## config.mk

```make
export PLATFORM = sky130hd
export DESIGN_NAME = traffic_phase_scheduler
export DESIGN_NICKNAME = d
export VERILOG_FILES = /design/src/rtl/traffic_phase_scheduler.sv
export SDC_FILE = /design/constraint.sdc
export NUM_CORES = 1
export LEC_CHECK = 0
export BUFFER_PORTS_ARGS = -buffer_cell sky130_fd_sc_hd__clkbuf_2
export CAP_MARGIN = 10
export CORE_MARGIN = 5
export CORE_UTILIZATION = 51
export DETAILED_ROUTE_END_ITERATION = 16
export HOLD_SLACK_MARGIN = 0.02
export PLACE_DENSITY = 0.79
export SLEW_MARGIN = 20
export SYNTH_ARGS = -nofsm -noshare
export SYNTH_HDL_FRONTEND = slang
export SYNTH_SLANG_ARGS = --single-unit
```

## constraint.sdc

```tcl
create_clock -name clk -period 3.15 [get_ports clk]
set_input_delay 0 -clock clk [delete_from_list [all_inputs] [get_ports clk]]
set_output_delay 0 -clock clk [all_outputs]
set_load 0.01 [all_outputs]
```

## src/rtl/traffic_phase_scheduler.sv

```systemverilog
// Intersection phase scheduler: shares right-of-way between highway, farm road and
// pedestrians, timing each phase with one tick-driven down-counter.
module traffic_phase_scheduler #(
  parameter int TW = 6
) (
  input  logic          clk,
  input  logic          rst,
  input  logic          tick_i,
  input  logic [TW-1:0] ShortTime_i,
  input  logic [TW-1:0] LongTime_i,
  input  logic [TW-1:0] WalkTime_i,
  input  logic          FarmCar_i,
  input  logic          PedReq_i,
  output logic          HG,
  output logic          HY,
  output logic          HR,
  output logic          FG,
  output logic          FY,
  output logic          FR,
  output logic          Walk_o,
  output logic          FarmPending_o,
  output logic          PedPending_o,
  output logic [2:0]    State_o
);

  typedef enum logic [2:0] {
    S_HG = 3'd0,
    S_HY = 3'd1,
    S_FG = 3'd2,
    S_FY = 3'd3,
    S_PW = 3'd4,
    S_PC = 3'd5
  } state_t;

  state_t        state;
  state_t        state_nxt;
  logic [TW-1:0] cnt;
  logic [TW-1:0] dur_sel;
  logic          farm_req;
  logic          ped_req;
  logic          last_served_ped;
  logic          expire;
  logic          entering;

  // A zero duration is treated as one tick, so the load value never underflows.
  function automatic logic [TW-1:0] load_value(input logic [TW-1:0] t);
    return (t == '0) ? '0 : t - TW'(1);
  endfunction

  assign expire   = (cnt == '0) && tick_i;
  assign entering = (state_nxt != state);

  always_comb begin
    state_nxt = state;
    case (state)
      S_HG: if (expire && (farm_req || ped_req)) state_nxt = S_HY;
      S_HY: if (expire) begin
        if (farm_req && ped_req) state_nxt = last_served_ped ? S_FG : S_PW;
        else if (farm_req)       state_nxt = S_FG;
        else if (ped_req)        state_nxt = S_PW;
        else                     state_nxt = S_HG;
      end
      S_FG: if (expire) state_nxt = S_FY;
      S_FY: if (expire) state_nxt = S_HG;
      S_PW: if (expire) state_nxt = S_PC;
      S_PC: if (expire) state_nxt = S_HG;
      default: state_nxt = S_HG;
    endcase
  end

  always_comb begin
    dur_sel = LongTime_i;
    case (state_nxt)
      S_HY, S_FY, S_PC: dur_sel = ShortTime_i;
      S_PW:             dur_sel = WalkTime_i;
      default:          dur_sel = LongTime_i;
    endcase
  end

  // Request clears on the entry edge take priority over a simultaneous set.
  always_ff @(posedge clk) begin
    if (rst) begin
      state           <= S_HG;
      cnt             <= load_value(LongTime_i);
      farm_req        <= 1'b0;
      ped_req         <= 1'b0;
      last_served_ped <= 1'b1;
    end else begin
      state <= state_nxt;
      if (entering)                  cnt <= load_value(dur_sel);
      else if (tick_i && cnt != '0)  cnt <= cnt - TW'(1);

      if (entering && state_nxt == S_FG)                   farm_req <= 1'b0;
      else if (FarmCar_i && state != S_FG && state != S_FY) farm_req <= 1'b1;

      if (entering && state_nxt == S_PW)  ped_req <= 1'b0;
      else if (PedReq_i && state != S_PW) ped_req <= 1'b1;

      if (entering && state_nxt == S_FG)      last_served_ped <= 1'b0;
      else if (entering && state_nxt == S_PW) last_served_ped <= 1'b1;
    end
  end

  // Unreachable codes show all-red for their single cycle before recovery.
  always_comb begin
    {HG, HY, HR, FG, FY, FR, Walk_o} = 7'b0;
    case (state)
      S_HG: begin HG = 1'b1; FR = 1'b1; end
      S_HY: begin HY = 1'b1; FR = 1'b1; end
      S_FG: begin HR = 1'b1; FG = 1'b1; end
      S_FY: begin HR = 1'b1; FY = 1'b1; end
      S_PW: begin HR = 1'b1; FR = 1'b1; Walk_o = 1'b1; end
      S_PC: begin HR = 1'b1; FR = 1'b1; end
      default: begin HR = 1'b1; FR = 1'b1; end
    endcase
  end

  assign FarmPending_o = farm_req;
  assign PedPending_o  = ped_req;
  assign State_o       = state;

endmodule

```

* Word-level counts from Yosys, hierarchy flattened
Index checks and enable logic that the tools add are counted.
** Word-level totals
- Input port bits :: 23
- Flip-flop bits (word level) :: 12
- Logic and storage cells :: 70
- Output and inout port bits :: 12
** Operators by class
- Equality and inequality tests :: 14
- Mux-type cells :: 25
- Add/sub/neg operators :: 3
- Reductions and logical operators :: 23
** Operators with widths (number)
- $mux 6 :: 5
- $mux 3 :: 9
- $logic_not 6->1 :: 3
- $sub 6x1->6 const B :: 3
- $pmux 3 s5 :: 1
- $eq 3x2->1 const B :: 4
- $eq 3x3->1 const B :: 4
- $pmux 6 s2 :: 1
- $reduce_or 2->1 :: 5
- $logic_and 1x1->1 :: 9
- $mux 1 :: 9
- $eq 3x1->1 const B :: 2
- $ne 3x2->1 const B :: 2
- $reduce_bool 6->1 :: 1
- $logic_not 3->1 :: 1
- $ne 3x3->1 :: 1
- $ne 3x3->1 const B :: 1
- $reduce_bool 3->1 :: 1
- $reduce_or 3->1 :: 1
- $reduce_bool 2->1 :: 1
- $logic_or 1x1->1 :: 1

* Longest topological paths before layout
- Depth in word-level cells :: 12
- Mapped depth :: 11
- Depth with buffers taken out :: 11

* Least setup slack after synthesis
OpenSTA, ideal clock, no wires.
- Path type :: reg2reg
- Start point :: register cnt[0]
- End point :: register cnt[5] (data pin)
- Stages on the path, launching flop included :: 12
- Setup slack :: 0.341 ns
- Library setup time :: 0.267 ns
- Data required time :: 2.883 ns
- Buffers on the path :: 0
- Clock period less this slack :: 2.809 ns
- Arrival time :: 2.542 ns
- Path through :: edfxtp_1 inv_1 ha_1 and3b_1 and2_4 a221oi_2 o21ba_4 a221oi_2 ha_1 nand3_1 o31ai_4 o31ai_2
** Between the ends
- Word-level cells in the longest chain between the ends :: 12
- Elaborated cells between the ends (all ways) :: 23
- Classes of those cells :: add/sub (2); eq/ne (5); mux (11); reduce/logical (5)
** Ends and longest elaborated chain
- start: declaration :: RTL line 37 : logic [TW-1:0] cnt;
- start signal: assignment :: RTL line 84 : cnt <= load_value(LongTime_i);
- start signal: assignment :: RTL line 90 : if (entering) cnt <= load_value(dur_sel);
- start signal: assignment :: RTL line 91 : else if (tick_i && cnt != '0) cnt <= cnt - TW'(1);
- $logic_not 6->1 :: RTL line 50 : assign expire = (cnt == '0) && tick_i;
- $logic_and 1x1->1 :: RTL line 50
- $logic_and 1x1->1 :: RTL line 56 : S_HG: if (expire && (farm_req || ped_req)) state_nxt = S_HY;
- $mux 3 :: RTL line 56
- $pmux 3 s5 :: RTL line 55 : case (state)
- $eq 3x1->1, or another cell as far along :: RTL line 73 : case (state_nxt)
- $reduce_or 3->1 :: RTL line 73
- $pmux 6 s2 :: RTL line 73
- $sub 6x1->6 or $logic_not 6->1 (tied branches) :: RTL line 47 : return (t == '0) ? '0 : t - TW'(1);
- $mux 6 :: RTL line 47
- $mux 6 * :: RTL line 90
- $mux 6 * :: RTL line 82 : if (rst) begin
Mark *: on every way between the ends. The rest lies on a longest branch, timed or not. The select of a mux whose other input is x is not followed.
A chain may end at the register's enable or synchronous reset.

* Worst setup path after layout
- Start point :: register cnt[0]
- End point :: register cnt[4] (data pin)
The elaborated chain is that of the path after synthesis.

==> impl_results.md <==
* Status: complete, no violations
* Fill cells at 174
* Max clock buf depth at 2
* DR vias/cell at 5.87
* Max Cap Viol at 0
* Pre-CTS setup slack at -0.0317 ns
* Initial antenna violation count at 0
* Internal Power at 0.000331 W
* CTS root buf: clkbuf_4
* Number of synthesized flops with an enable pin at 6
* Avg Inst Size Synth at 8.76 µm²
* Setup crit start kind: flop
* Core ar. at 2190 µm²
* Final Max Tran Viols at 0
* Die Area at 3320 µm²
* Clk sinks at 12
* Least-Margin Pin Slew at 0.600 ns
* Critical path type: flop to flop
* Most frequent CP cell: ha_2
* Layout area overhead at 32.6%
* Skew final at 0.00935 ns
* Crit share post-route at 95.6%
* CP endpoint kind: flop
* Most frequent cells in the layout: clkbuf_2, nor2_1, inv_1, xnor2_1
* Via Count at 1,204
* I/O pins at 35
* Tot GR Track Use at 18.3%
* Finish-stage setup viols at 0
* Fin cells at 205
* Crit path required time at 3.19 ns
* Crit-path slowest cell: edfxtp_1
* Num CTS Buffers at 3
* Most used DFF post-synth: edfxtp_1
* CTS clock-pin slew for the worst setup and hold paths at 0.08 ns
* Worst Path Max Fanout at 6
* Vias in the first global route at 1,116
* Final HPWL DP at 2350 µm
* Fmax at 332 MHz
* CP cell instances: inv_2 > ha_2 > and4b_1 > nand2_1 > a31oi_2 > nor2_4 > a221oi_4 > ha_2 > nand3_1 > o31ai_4 > o21ai_1
* Number of distinct library cells after synthesis at 45
* Placed cells at 192
* Synth Instances at 132
* Number of H-tree levels at 1
* Wire per inst at 15.6 µm
* Overflow after GRT at 0
* Final wirelength at 3200 µm
* Antenna-violating nets left at 0
* Worst slew margin relative to its limit at 59.6%
* # DRC at 0
* Maximum vdd drop at 225 µV
* Commonest non-fill, non-tap cell in the layout: clkbuf_2
* FF+latch count, synth at 12
* Static Leak at 0.666 nW
* Pin count of the biggest net entering global routing at 12
* Syn nets at 161
* Routability cong. at 0.813
* Die height at 57.6 µm
* PwrDens at 319 nW/µm²
* Layout Nets at 207
* Initial drt markers at 41
* Net Sw Frac at 32.2%
* Ys Warns at 0
* Die W at 57.6 µm
* Synthesized area at 1160 µm²
* Share of post-route cells with drive strength above 1 at 37.9%
* Port bufs at 34
* CP peak stage delay at 0.43 ns
* Number of diodes at 0
* CTS tree: built
* Hold WC Path Type: input port to flop
* Worst setup margin at 0.138 ns
* First-pass GRT wire length at 4780 µm
* Total iterations of the first detailed-routing run at 4
* Synth async-reset ratio at 0%
* Hold Fails Final Rpt at 0
* Seq pwr share at 41.2%
* Arr. time, crit path at 3.05 ns
* Clock power share at 26.6%
* Psw at 0.000157 W
* Worst-skew pair later-pin latency at 0.29 ns
* Initial core utilization at 52.8%
* Comb power frac at 32.2%
* Row cnt at 17
* Fin crit period at 3.01 ns
* Register area share after synthesis at 26.0%
==> registers in the layout, indices dropped and copies added (netlist names) <==
| name | cells |
|---|---|
| State_o | 3 |
| cnt | 6 |
| FarmPending_o | 1 |
| PedPending_o | 1 |
| last_served_ped | 1 |
==> cells by family after synthesis <==
| family | synth area share [%] |
|---|---|
| AOI/OAI and AO/OA | 29.1 |
| buffers and inverters | 5.09 |
| adders and majority gates | 6.49 |
| xor gates and xnor gates | 8.33 |
| DFF | 26.0 |
| and+or+nand+nor | 25.0 |
==> power by group through the flow <==
stage | sequential (W) | clock, W | combinational [W]
after floorplan | 0.000201 | 0 | 0.0000939
after global placement | 0.000203 | 0 | 0.000132
after detailed placement | 0.000204 | 0 | 0.000138
after CTS | 0.000201 | 0.000126 | 0.000142
after global routing | 0.000203 | 0.000133 | 0.000170
final | 0.000201 | 0.000130 | 0.000157
==> per-layer routing <==
layer | track usage [%] | routed length [µm] | up-vias
li1 | - | - | 580
met1 | 21.9 | 1270 | 557
met2 | 32.1 | 1580 | 62
met3 | 2.67 | 277 | 5
met4 | 7.95 | 61 | 0
met5 | 0 | 0 | -
==> worst max-delay path, delay by kind of cell (launching register included) <==
kind | cells | cell delay (ns)
fa+ha+maj | 2 | 0.40
flops | 1 | 0.43
simple gates | 4 | 0.58
buf+inv | 1 | 0.10
compound gates | 4 | 1.26
==> final timing paths <==
kind                           startpoint                      endpoint  slack [ns]  cells after the start
max reg2reg              cnt[0]$_DFFE_PP_              cnt[4]$_DFFE_PP_        0.14                     11
min reg2reg  last_served_ped$_SDFFE_PP1P_  last_served_ped$_SDFFE_PP1P_        0.51                      2
min                         LongTime_i[0]              cnt[0]$_DFFE_PP_        0.21                      3
max                      cnt[0]$_DFFE_PP_              cnt[4]$_DFFE_PP_        0.14                     11
==> cell usage after synthesis, types with 2 or more instances <==
cell type / n / area (µm²)
xor2_1: 3 / 26.3
o21ai_1: 6 / 30.0
nand2_1: 6 / 22.5
nor2_1: 11 / 41.3
nor3_1: 7 / 35.0
inv_1: 10 / 37.5
and2_1: 6 / 37.5
o21ai_0: 4 / 20.0
o22a_1: 6 / 52.6
nand2b_1: 3 / 18.8
ha_1: 6 / 75.1
a21oi_1: 3 / 15.0
dfxtp_1: 6 / 120
xnor2_1: 8 / 70.1
edfxtp_1: 6 / 180
inv_2: 2 / 7.51
a31oi_1: 2 / 12.5
a221oi_2: 5 / 75.1
nor4_1: 2 / 12.5
nand3_1: 2 / 10.0
and3_1: 4 / 25.0
==> final cells by class <==
cell class	instances	area, µm²	area share, %
Timing Repair Buffer	44	253	16.5
Multi-Input combinational cell	105	862	56.2
Sequential cell	12	302	19.7
Tap cell	28	35.0	2.29
Clock buffer	4	36.3	2.37
Inverter	12	45.0	2.94
==> per-stage QoR <==
stage / TNS [ns] / power (W) / area [µm²] / util, % / hold WS, ns
final: 0 / 0.000488 / 1530 / 70.0 / 0.211
after global routing: -0.168 / 0.000506 / 1530 / 70.0 / 0.224
after CTS: 0 / 0.000469 / 1430 / 65.4 / 0.182
after detailed placement: -0.0317 / 0.000342 / 1360 / 61.9 / 0.290
after global placement: 0 / 0.000335 / 1360 / 61.9 / 0.280
after floorplan: 0 / 0.000295 / 1160 / - / 0.189
==> timing repair <==
item / 4_1_cts / 5_1_grt
pin swaps: 0 / 7
resized for setup: 1 / 12
endpoints found under the setup margin: 2 / 6
endpoints found under the hold margin: 4 / 0
buffers inserted: 0 / 6
hold buffers: 3 / 0
No activity file was read; power rests on OpenSTA's default activity.
